File: src/rtl/i2c_xfer_arbiter.sv
// Round-robin arbiter sharing one I2C EEPROM engine among N_REQ requesters:
// grant, launch, watchdog abort, done/error return, then a bus-free gap.
module i2c_xfer_arbiter #(
    parameter int N_REQ          = 4,
    parameter int TIMEOUT_CYCLES = 50000,
    parameter int GAP_CYCLES     = 47
) (
    input  logic                 i_clk10MHz,
    input  logic                 i_RST,
    input  logic [N_REQ-1:0]     i_Req,
    input  logic [N_REQ-1:0]     i_Req_RW,
    input  logic [8*N_REQ-1:0]   i_Req_Addr,
    input  logic [4*N_REQ-1:0]   i_Req_Len,
    input  logic                 i_Eng_Busy,
    input  logic                 i_Eng_Done,
    input  logic                 i_Eng_Nack,
    output logic [N_REQ-1:0]     o_Grant,
    output logic                 o_Start,
    output logic                 o_RW,
    output logic [7:0]           o_Start_Addr,
    output logic [3:0]           o_Byte_Count,
    output logic                 o_Abort,
    output logic [N_REQ-1:0]     o_Done,
    output logic [N_REQ-1:0]     o_Err
);
    localparam int IW = (N_REQ > 1) ? $clog2(N_REQ) : 1;
    localparam int WW = (TIMEOUT_CYCLES > 1) ? $clog2(TIMEOUT_CYCLES) : 1;
    localparam int GW = (GAP_CYCLES > 0) ? $clog2(GAP_CYCLES + 1) : 1;

    typedef enum logic [2:0] {
        S_IDLE,
        S_LAUNCH,
        S_WAIT_BUSY,
        S_RUN,
        S_COMPLETE,
        S_GAP
    } state_t;

    state_t state, state_d;

    logic [IW-1:0] rr_ptr;
    logic [IW-1:0] idx;
    logic [IW-1:0] win_idx;
    logic          win_valid;
    logic [3:0]    win_len;
    logic [WW-1:0] wd_cnt;
    logic [GW-1:0] gap_cnt;
    logic          err, err_d;
    logic          abort_d, grant_d;
    logic          pend_done, pend_nack;
    logic          eng_fin, fin_nack;
    logic          wd_hit, gap_end;

    // Lowest rotation offset from rr_ptr wins; descending loop keeps the smallest.
    always_comb begin
        win_valid = 1'b0;
        win_idx   = '0;
        for (int i = N_REQ - 1; i >= 0; i--) begin
            if (i_Req[IW'((int'(rr_ptr) + i) % N_REQ)]) begin
                win_valid = 1'b1;
                win_idx   = IW'((int'(rr_ptr) + i) % N_REQ);
            end
        end
    end

    assign win_len = i_Req_Len[{win_idx, 2'b00} +: 4];

    // A done seen during LAUNCH is held and honoured in WAIT_BUSY.
    assign eng_fin  = i_Eng_Done | ((state == S_WAIT_BUSY) & pend_done);
    assign fin_nack = i_Eng_Done ? i_Eng_Nack : pend_nack;

    assign wd_hit  = (int'(wd_cnt) + 1) >= (TIMEOUT_CYCLES - 1);
    assign gap_end = (int'(gap_cnt) + 1) >= GAP_CYCLES;

    always_ff @(posedge i_clk10MHz or posedge i_RST) begin
        if (i_RST) begin
            state <= S_IDLE;
        end else begin
            state <= state_d;
        end
    end

    always_comb begin
        state_d = state;
        err_d   = err;
        abort_d = 1'b0;
        grant_d = 1'b0;
        unique case (state)
            S_IDLE: begin
                if (win_valid) begin
                    grant_d = 1'b1;
                    if (win_len == 4'h0) begin
                        state_d = S_COMPLETE;
                        err_d   = 1'b1;
                    end else begin
                        state_d = S_LAUNCH;
                        err_d   = 1'b0;
                    end
                end
            end
            S_LAUNCH: begin
                state_d = S_WAIT_BUSY;
            end
            S_WAIT_BUSY, S_RUN: begin
                if (eng_fin) begin
                    state_d = S_COMPLETE;
                    err_d   = fin_nack;
                end else if (wd_hit) begin
                    state_d = S_COMPLETE;
                    err_d   = 1'b1;
                    abort_d = 1'b1;
                end else if (state == S_WAIT_BUSY && i_Eng_Busy) begin
                    state_d = S_RUN;
                end
            end
            S_COMPLETE: begin
                state_d = S_GAP;
            end
            S_GAP: begin
                if (gap_end) state_d = S_IDLE;
            end
            default: begin
                state_d = S_IDLE;
            end
        endcase
    end

    always_ff @(posedge i_clk10MHz or posedge i_RST) begin
        if (i_RST) begin
            rr_ptr       <= '0;
            idx          <= '0;
            err          <= 1'b0;
            pend_done    <= 1'b0;
            pend_nack    <= 1'b0;
            wd_cnt       <= '0;
            gap_cnt      <= '0;
            o_Grant      <= '0;
            o_Start      <= 1'b0;
            o_RW         <= 1'b0;
            o_Start_Addr <= 8'h00;
            o_Byte_Count <= 4'h0;
            o_Abort      <= 1'b0;
            o_Done       <= '0;
            o_Err        <= '0;
        end else begin
            err     <= err_d;
            o_Start <= (state == S_LAUNCH);
            o_Abort <= abort_d;
            o_Done  <= '0;
            o_Err   <= '0;
            if (grant_d) begin
                idx          <= win_idx;
                o_Grant      <= N_REQ'(1) << win_idx;
                o_RW         <= i_Req_RW[win_idx];
                o_Start_Addr <= i_Req_Addr[{win_idx, 3'b000} +: 8];
                o_Byte_Count <= win_len;
            end
            if (state == S_COMPLETE) begin
                o_Done[idx] <= 1'b1;
                o_Err[idx]  <= err;
                o_Grant     <= '0;
                rr_ptr      <= (idx == IW'(N_REQ - 1)) ? '0 : idx + 1'b1;
            end
            if (state == S_LAUNCH) begin
                pend_done <= i_Eng_Done;
                pend_nack <= i_Eng_Nack;
                wd_cnt    <= '0;
            end else if (state == S_WAIT_BUSY || state == S_RUN) begin
                wd_cnt <= wd_cnt + 1'b1;
            end
            if (state == S_COMPLETE) begin
                gap_cnt <= '0;
            end else if (state == S_GAP) begin
                gap_cnt <= gap_cnt + 1'b1;
            end
        end
    end
endmodule

File: config.mk
export PLATFORM = sky130hd
export DESIGN_NAME = i2c_xfer_arbiter
export DESIGN_NICKNAME = d
export VERILOG_FILES = /design/src/rtl/i2c_xfer_arbiter.sv
export SDC_FILE = /design/constraint.sdc
export NUM_CORES = 1
export LEC_CHECK = 0
export ABC_CLOCK_PERIOD_IN_PS = 7660
export BUFFER_PORTS_ARGS = -buffer_cell sky130_fd_sc_hd__buf_2
export CORE_MARGIN = 10
export CORE_UTILIZATION = 45
export CTS_BUF_LIST = sky130_fd_sc_hd__clkbuf_8
export CTS_CLUSTER_SIZE = 25
export DETAILED_ROUTE_END_ITERATION = 6
export GPL_TIMING_DRIVEN = 1
export PLACE_DENSITY = 0.68
export SLEW_MARGIN = 20
export SYNTH_ARGS = -nofsm -noshare
export SYNTH_HDL_FRONTEND = slang
export SYNTH_SLANG_ARGS = --single-unit
File: constraint.sdc
create_clock -name i_clk10MHz -period 7.66 [get_ports i_clk10MHz]
set_input_delay 0 -clock i_clk10MHz [delete_from_list [all_inputs] [get_ports i_clk10MHz]]
set_output_delay 0 -clock i_clk10MHz [all_outputs]
set_load 0.03 [all_outputs]
==> results.md, run 1 <==
* Status: complete, no violations
* Max Clk Rate at between 300 and 400 MHz
* First-pass GRT wire length at 14800 um
* Most frequent cells in the layout: nand2_1 (92), buf_2 (87), dfrtp_1 (59), o21ai_0 (51), nor2_1 (27)
* Syn_area_per_cell at 8.28 um^2
* Post-DRT Antenna Nets at 0
* Num CTS Buffers at 9
* Area grow syn2layout at 20.0%
* Routed wire length at 8960 um
* Metal3 WL at 421 um
* Fin cells at 618
* Crit Path Class: flip-flop to flip-flop
* Final setup fails at 0
* Area contributors post-synth: dfrtp_1 (41%), nand2_1 (9.6%), o21ai_0 (7.1%)
* Post-synthesis simple-gate area fraction at 27.0%
* Final nets at 581
* CP Data Required Time at 7870 ps
* Diodes inserted at 0
* Max-cap violations at 0
* Clock buffer depth at 2
* Top FF cell, synth: dfrtp_1
* Met2 wire length at between 4000 and 5000 um
* Synth Area in Compound Gates at 18.3%
* Root Driver: clkbuf_8
* Setup crit end kind: flip-flop
* Worst-Margin Slew at 968 ps
* Slew Viols, Final at 0
* Met1 wire length at between 3000 and 4000 um
* Crit path DAT at between 3000 and 4000 ps
* Peak supply drop at 0.000202 V
* Leakage at 2.13 nW
* Synthesized cell area at 0.00360 mm^2
* Total global routing overflow at 0
* Inst Count DP at 600
* Mux contribution to synthesized area at 5.84%
* Register area share after synthesis at between 40 and 50%
* Area leader, netlist: dfrtp_1
* Multi-input gate area at 0.00198 mm^2
* Most common cell after layout, fill and taps aside: nand2_1
* Core area at 0.00777 mm^2
* DRT Pass-1 Iters at 4
* Largest family of logic cells by synthesized area: simple AND/OR/NAND/NOR gates
* Total GRT Usage at between 15 and 20%
* Clock sink count at 59
* Top Metal Used: met4
* Part of the power in registers at between 30 and 40%
* Vias in the first global route at roughly 3100
* Fraction of layout cells with a size suffix above 1 at 23.8%
* Die W at 109 um
* Io pins at 88
* Final setup TNS at 0 ps
* Clock latency on the worst-skew pair at 330 ps
* Post-cts sizing count at 0
* Routed length per placed instance at between 10 and 15 um
* CTS tree: yes
* Clk_skew at around 5.7 ps
* Final Hold Viols at 0
* Initial Util at a little under half
* Clk pwr share at 22.0%
* 1st-iter DRT viols at between 150 and 200
* Post-DP HPWL at approximately 6700 um
* Yosys reg bits at between 50 and 60
* Placer Congestion at 0.866
* WHS at about 39 ps
* Port Buf Inserts at 87
* Fillers at ~730
* Syn Nets at 504
* Cell count after synthesis at 435
* Die H at 109 um
* Die area at roughly 0.012 mm^2
* Antenna violations before repair at 0
* Synth top area share at 41.0%
* Max-Slew Margin vs Limit at 35.5%
* Crit share post-route at 36.6%
* Crit path max fanout at 12
* # rows at 32
* PD cells at roughly 330 mW/mm^2
* Net switching power at 0.000618 W
* Synthesis Warnings at 0
* CTS H-tree depth at 3
* EDFF count, synth at 0
* Int Pwr at roughly 0.0008 W
* Adder-cell share of the synthesized area at 2.78%
* Vias post-DR at 3326
* Min Tclk post-route at approximately 2800 ps
* Reg clk slew, reported paths at 60 ps
* Worst setup SP type: flip-flop
* Vias per std cell at ~5.4
* Xor and xnor area share after synthesis at less than 1%
* RSZ-0062 raised after global routing: no
* Hold crit path type: primary input to flip-flop
* Largest net degree at the start of global routing at 60
* Cell variety after synth at 61
* # DRC at 0
* Sequential cell area at between 0.001 and 0.0015 mm^2
* FFs w/ async S/R, synth at 100%
* Sw Ratio at 42.9%
* Logic pwr share at 43.7%
## sequential cells by signal, summed over array words and instances (netlist names)
name and flops:
o_Err 4, rr_ptr 2, gap_cnt 6, wd_cnt 16, o_Start_Addr 8, pend_done 1, pend_nack 1, o_Grant 4
state 3, idx 2, o_Abort 1, o_Start 1, err 1, o_Done 4, o_Byte_Count 4, o_RW 1
## logic make-up after synthesis
group | count (synthesis)
and+or+nand+nor | 200
muxes | 20
adders and majority gates | 8
buffers and inverters | 36
DFF | 59
xor gates and xnor gates | 4
AOI/OAI and AO/OA | 108
## what timing repair did
item,4_1_cts,5_1_grt
endpoints found under the hold margin,61,0
buffers inserted,0,0
hold buffers,3,0
## worst max-delay path, stage by stage, from the launching register on
cell and delay, ps:
dfrtp_1 520, ha_1 340, nand2_1 190, nor4_2 400, mux2_1 370, o21ai_0 170, a32oi_1 160, nor3b_2 280
nor3_1 80, o32a_1 190
## per-stage QoR
stage / worst slack [ps] / utilization (%) / power (W) / cell area, um^2
after CTS: 4860 / 55.6 / 0.00146 / 4320
after detailed placement: 4870 / 52.4 / 0.00113 / 4070
after global placement: 5000 / 52.4 / 0.00112 / 4070
after floorplan: 5240 / - / 0.000969 / 3600
final: 4860 / 55.7 / 0.00144 / 4320
after global routing: 4630 / 55.7 / 0.00157 / 4320
## metal layers
layer	up-vias	GRT usage, %
li1	1684	-
met1	1570	18.5
met2	64	24.7
met3	8	4.62
met4	0	4.93
met5	-	0
## power by group through the flow
| stage | Combinational, W | Clock (W) | Sequential, W |
|---|---|---|---|
| floorplan | 0.000410 | 0 | 0.000560 |
| finish | 0.000629 | 0.000317 | 0.000495 |
| detailed placement | 0.000635 | 0 | 0.000500 |
| global placement | 0.000622 | 0 | 0.000493 |
| global route | 0.000715 | 0.000341 | 0.000513 |
| CTS | 0.000638 | 0.000326 | 0.000494 |
## synth_stat cells (all sizes together), types with 4 or more instances
cell type and instances:
nand2 92, mux2i 12, and3 7, inv 10
nor2b 5, nor2 28, dfrtp 59, a21oi 16
o31ai 7, nor3 11, nand4 4, nand3 23
clkbuf 19, o21ai 54, mux2 8, ha 8
nand2b 8, and2 6, buf 7
## worst paths after layout
path,start,endpoint,slack (ps),cells past startpoint
setup reg to reg,wd_cnt[0],err,4860,9
hold reg to reg,o_Start_Addr[5],o_Start_Addr[5],470,2
max in group asynchronous,i_RST,wd_cnt[7],6750,4
min in group asynchronous,i_RST,o_Start_Addr[3],420,4
hold / removal,i_Req_Addr[11],o_Start_Addr[3],40,5
setup / recovery,wd_cnt[0],err,4860,9
## area by class of cell
class                           instances  area share [%]
Multi-Input combinational cell        340            45.7
Sequential cell                        59            34.1
Timing Repair Buffer                   92            11.1
Clock buffer                           11            3.50
Tap cell                              102            2.95
Clock inverter                          4            1.71
Inverter                               10           0.868
Note: power is estimated with default switching activity, not from simulation.
==> inputs of run 2 (changes only) <==
--- a/config.mk
+++ b/config.mk
@@ -5,7 +5,7 @@
 export SDC_FILE = /design/constraint.sdc
 export NUM_CORES = 1
 export LEC_CHECK = 0
-export ABC_CLOCK_PERIOD_IN_PS = 7660
+export ABC_CLOCK_PERIOD_IN_PS = 2800
 export BUFFER_PORTS_ARGS = -buffer_cell sky130_fd_sc_hd__buf_2
 export CORE_MARGIN = 10
 export CORE_UTILIZATION = 45
==> constraint.sdc (replaced) <==
create_clock -name i_clk10MHz -period 2.8 [get_ports i_clk10MHz]
set_input_delay 0 -clock i_clk10MHz [delete_from_list [all_inputs] [get_ports i_clk10MHz]]
set_output_delay 0 -clock i_clk10MHz [all_outputs]
set_load 0.03 [all_outputs]
==> results.md, run 2 (synthesized netlist as in run 1, its figures left out) <==
* Io pins at 88
* Total global routing overflow at 0
* Peak supply drop at ~0.00037 V
* Int Pwr at 0.00238 W
* Clk pwr share at 23.6%
* Clock sink count at 59
* Pre-CTS setup slack at about 160 ps
* Min Tclk post-route at between 2000 and 3000 ps
* Final nets at 590
* Max Clk Rate at 398 MHz
* Vias in the first global route at just over 3000
* WHS Path Cells at 5
* Num CTS Buffers at 9
* Crit path DAT at 2730 ps
* Worst setup SP type: flip-flop
* Die H at ~110 um
* R2R depth at 9
* Largest net degree at the start of global routing at 28
* Vias per std cell at 5.36
* Net switching power at 0.00176 W
* Crit path max fanout at 10
* Final worst slack at 288 ps
* Worst-Margin Slew at between 700 and 800 ps
* CTS H-tree depth at 3
* Sw Ratio at 42.5%
* Root Driver: clkbuf_8
* Routed length per placed instance at approximately 15 um
* Port Buf Inserts at 87
* PD cells at 936 mW/mm^2
* CTS tree: yes
* Diodes inserted at 0
* Leakage at 2.17 nW
* Initial Util at 46.4%
* Final setup fails at 0
* Part of the power in registers at about a third
* DRT Pass-1 Iters at 4
* Vias post-DR at 3363
* Area grow syn2layout at 22.6%
* Setup crit end kind: flip-flop
* Final Hold Viols at 0
* Top Registers: wd_cnt: 16 flops, o_Start_Addr: 8 flops, gap_cnt: 6 flops
* Post-CTS setup buffers at 0
* Total GRT Usage at 15.1%
* Final setup TNS at 0 ps
* Status: complete, no violations
* Crit share post-route at 89.7%
* Fraction of layout cells with a size suffix above 1 at 25.5%
* Clk_skew at 8.09 ps
* Max-Slew Margin vs Limit at 48.2%
* Die area at 0.0120 mm^2
* Hold crit path type: primary input to flip-flop
* First-pass GRT wire length at 14900 um
* RSZ-0062 raised after global routing: no
* Placed instance area at 0.00413 mm^2
* Reg clk slew, reported paths at 70 ps
* Most common cell after layout, fill and taps aside: nand2_1
* Crit Path Class: flip-flop to flip-flop
* Core area at 0.00777 mm^2
* CP Data Required Time at 3020 ps
* 1st-iter DRT viols at ~280
* Routed wire length at 9290 um
* Post-route cell area at 0.00442 mm^2
* Die W at 109 um
* Slew Viols, Final at 0
* Reg with most FFs: wd_cnt
* Placer Congestion at slightly below 0.9
* Most frequent cells in the layout: nand2_1 (92), buf_2 (87), dfrtp_1 (58), o21ai_0 (51), nor2_1 (27)
* Post-DP HPWL at slightly below 7000 um
* Logic pwr share at 44.7%
* # rows at 32
* Antenna violations before repair at 0
* Max-cap violations at 0
* Clock buffer depth at 2
* Clock latency on the worst-skew pair at 330 ps
* Max FFs per register at 16
* Post-DRT Antenna Nets at 0
* # DRC at 0
==> run 2: through the flow <==
stage / total power, W / hold WS (ps) / std cells / util [%]
after floorplan: 0.00265 / 152 / 435 / -
after global placement: 0.00312 / 61.5 / 609 / 53.2
after detailed placement: 0.00318 / 66.4 / 609 / 53.2
after CTS: 0.00417 / 39.8 / 628 / 56.8
after global routing: 0.00445 / 81.2 / 628 / 56.9
final: 0.00414 / 49.6 / 628 / 56.9
==> run 2: critical path: stages, from the launching register on <==
cell,delay (ps)
dfrtp_2,450
ha_2,280
nand2_1,100
nor4_2,380
mux2_1,360
o21ai_0,150
a32oi_1,160
nor3b_2,280
nor3_1,80
o32a_1,170
==> run 2: final cells by class <==
| class | count | area, um^2 |
|---|---|---|
| fillers | 715 | 3350 |
| flip-flops and latches | 59 | 1480 |
| well taps | 102 | 128 |
| clock inverters | 6 | 111 |
| multi-input cells | 340 | 1980 |
| repair buffers | 101 | 548 |
| clock buffers | 10 | 138 |
| inverters | 10 | 37.5 |
==> run 2: repair_timing <==
action                                  in CTS  in global routing
hold buffers                                 3                  0
endpoints found under the setup margin       0                  3
endpoints found under the hold margin       24                  0
resized for setup                            0                  2
==> run 2: final timing paths <==
path | from | endpoint | slack, ps
max | wd_cnt[1] | err | 290
min | i_Req_Addr[27] | o_Start_Addr[3] | 50
max reg2reg | wd_cnt[1] | err | 290
min reg2reg | o_Start_Addr[4] | o_Start_Addr[4] | 480
max in group asynchronous | i_RST | o_Abort | 1880
min in group asynchronous | i_RST | wd_cnt[8] | 250
==> run 2: power by group through the flow <==
| stage | Sequential, W | Combinational, W | Clock [W] |
|---|---|---|---|
| detailed placement | 0.00132 | 0.00185 | 0 |
| finish | 0.00131 | 0.00185 | 0.000974 |
| global route | 0.00135 | 0.00207 | 0.00103 |
| global placement | 0.00131 | 0.00181 | 0 |
| CTS | 0.00131 | 0.00186 | 0.000997 |
| floorplan | 0.00153 | 0.00112 | 0 |
==> run 2: metal layers <==
| metal | up-vias | GRT usage [%] | wire [um] | part of all wire [%] |
|---|---|---|---|---|
| met1 | 1585 | 19.7 | 4010 | 43 |
| met5 | - | 0 | 0 | 0 |
| li1 | 1692 | - | - | - |
| met2 | 78 | 24.4 | 4710 | 51 |
| met4 | 0 | 3.81 | 94 | 1.0 |
| met3 | 8 | 4.04 | 476 | 5.1 |
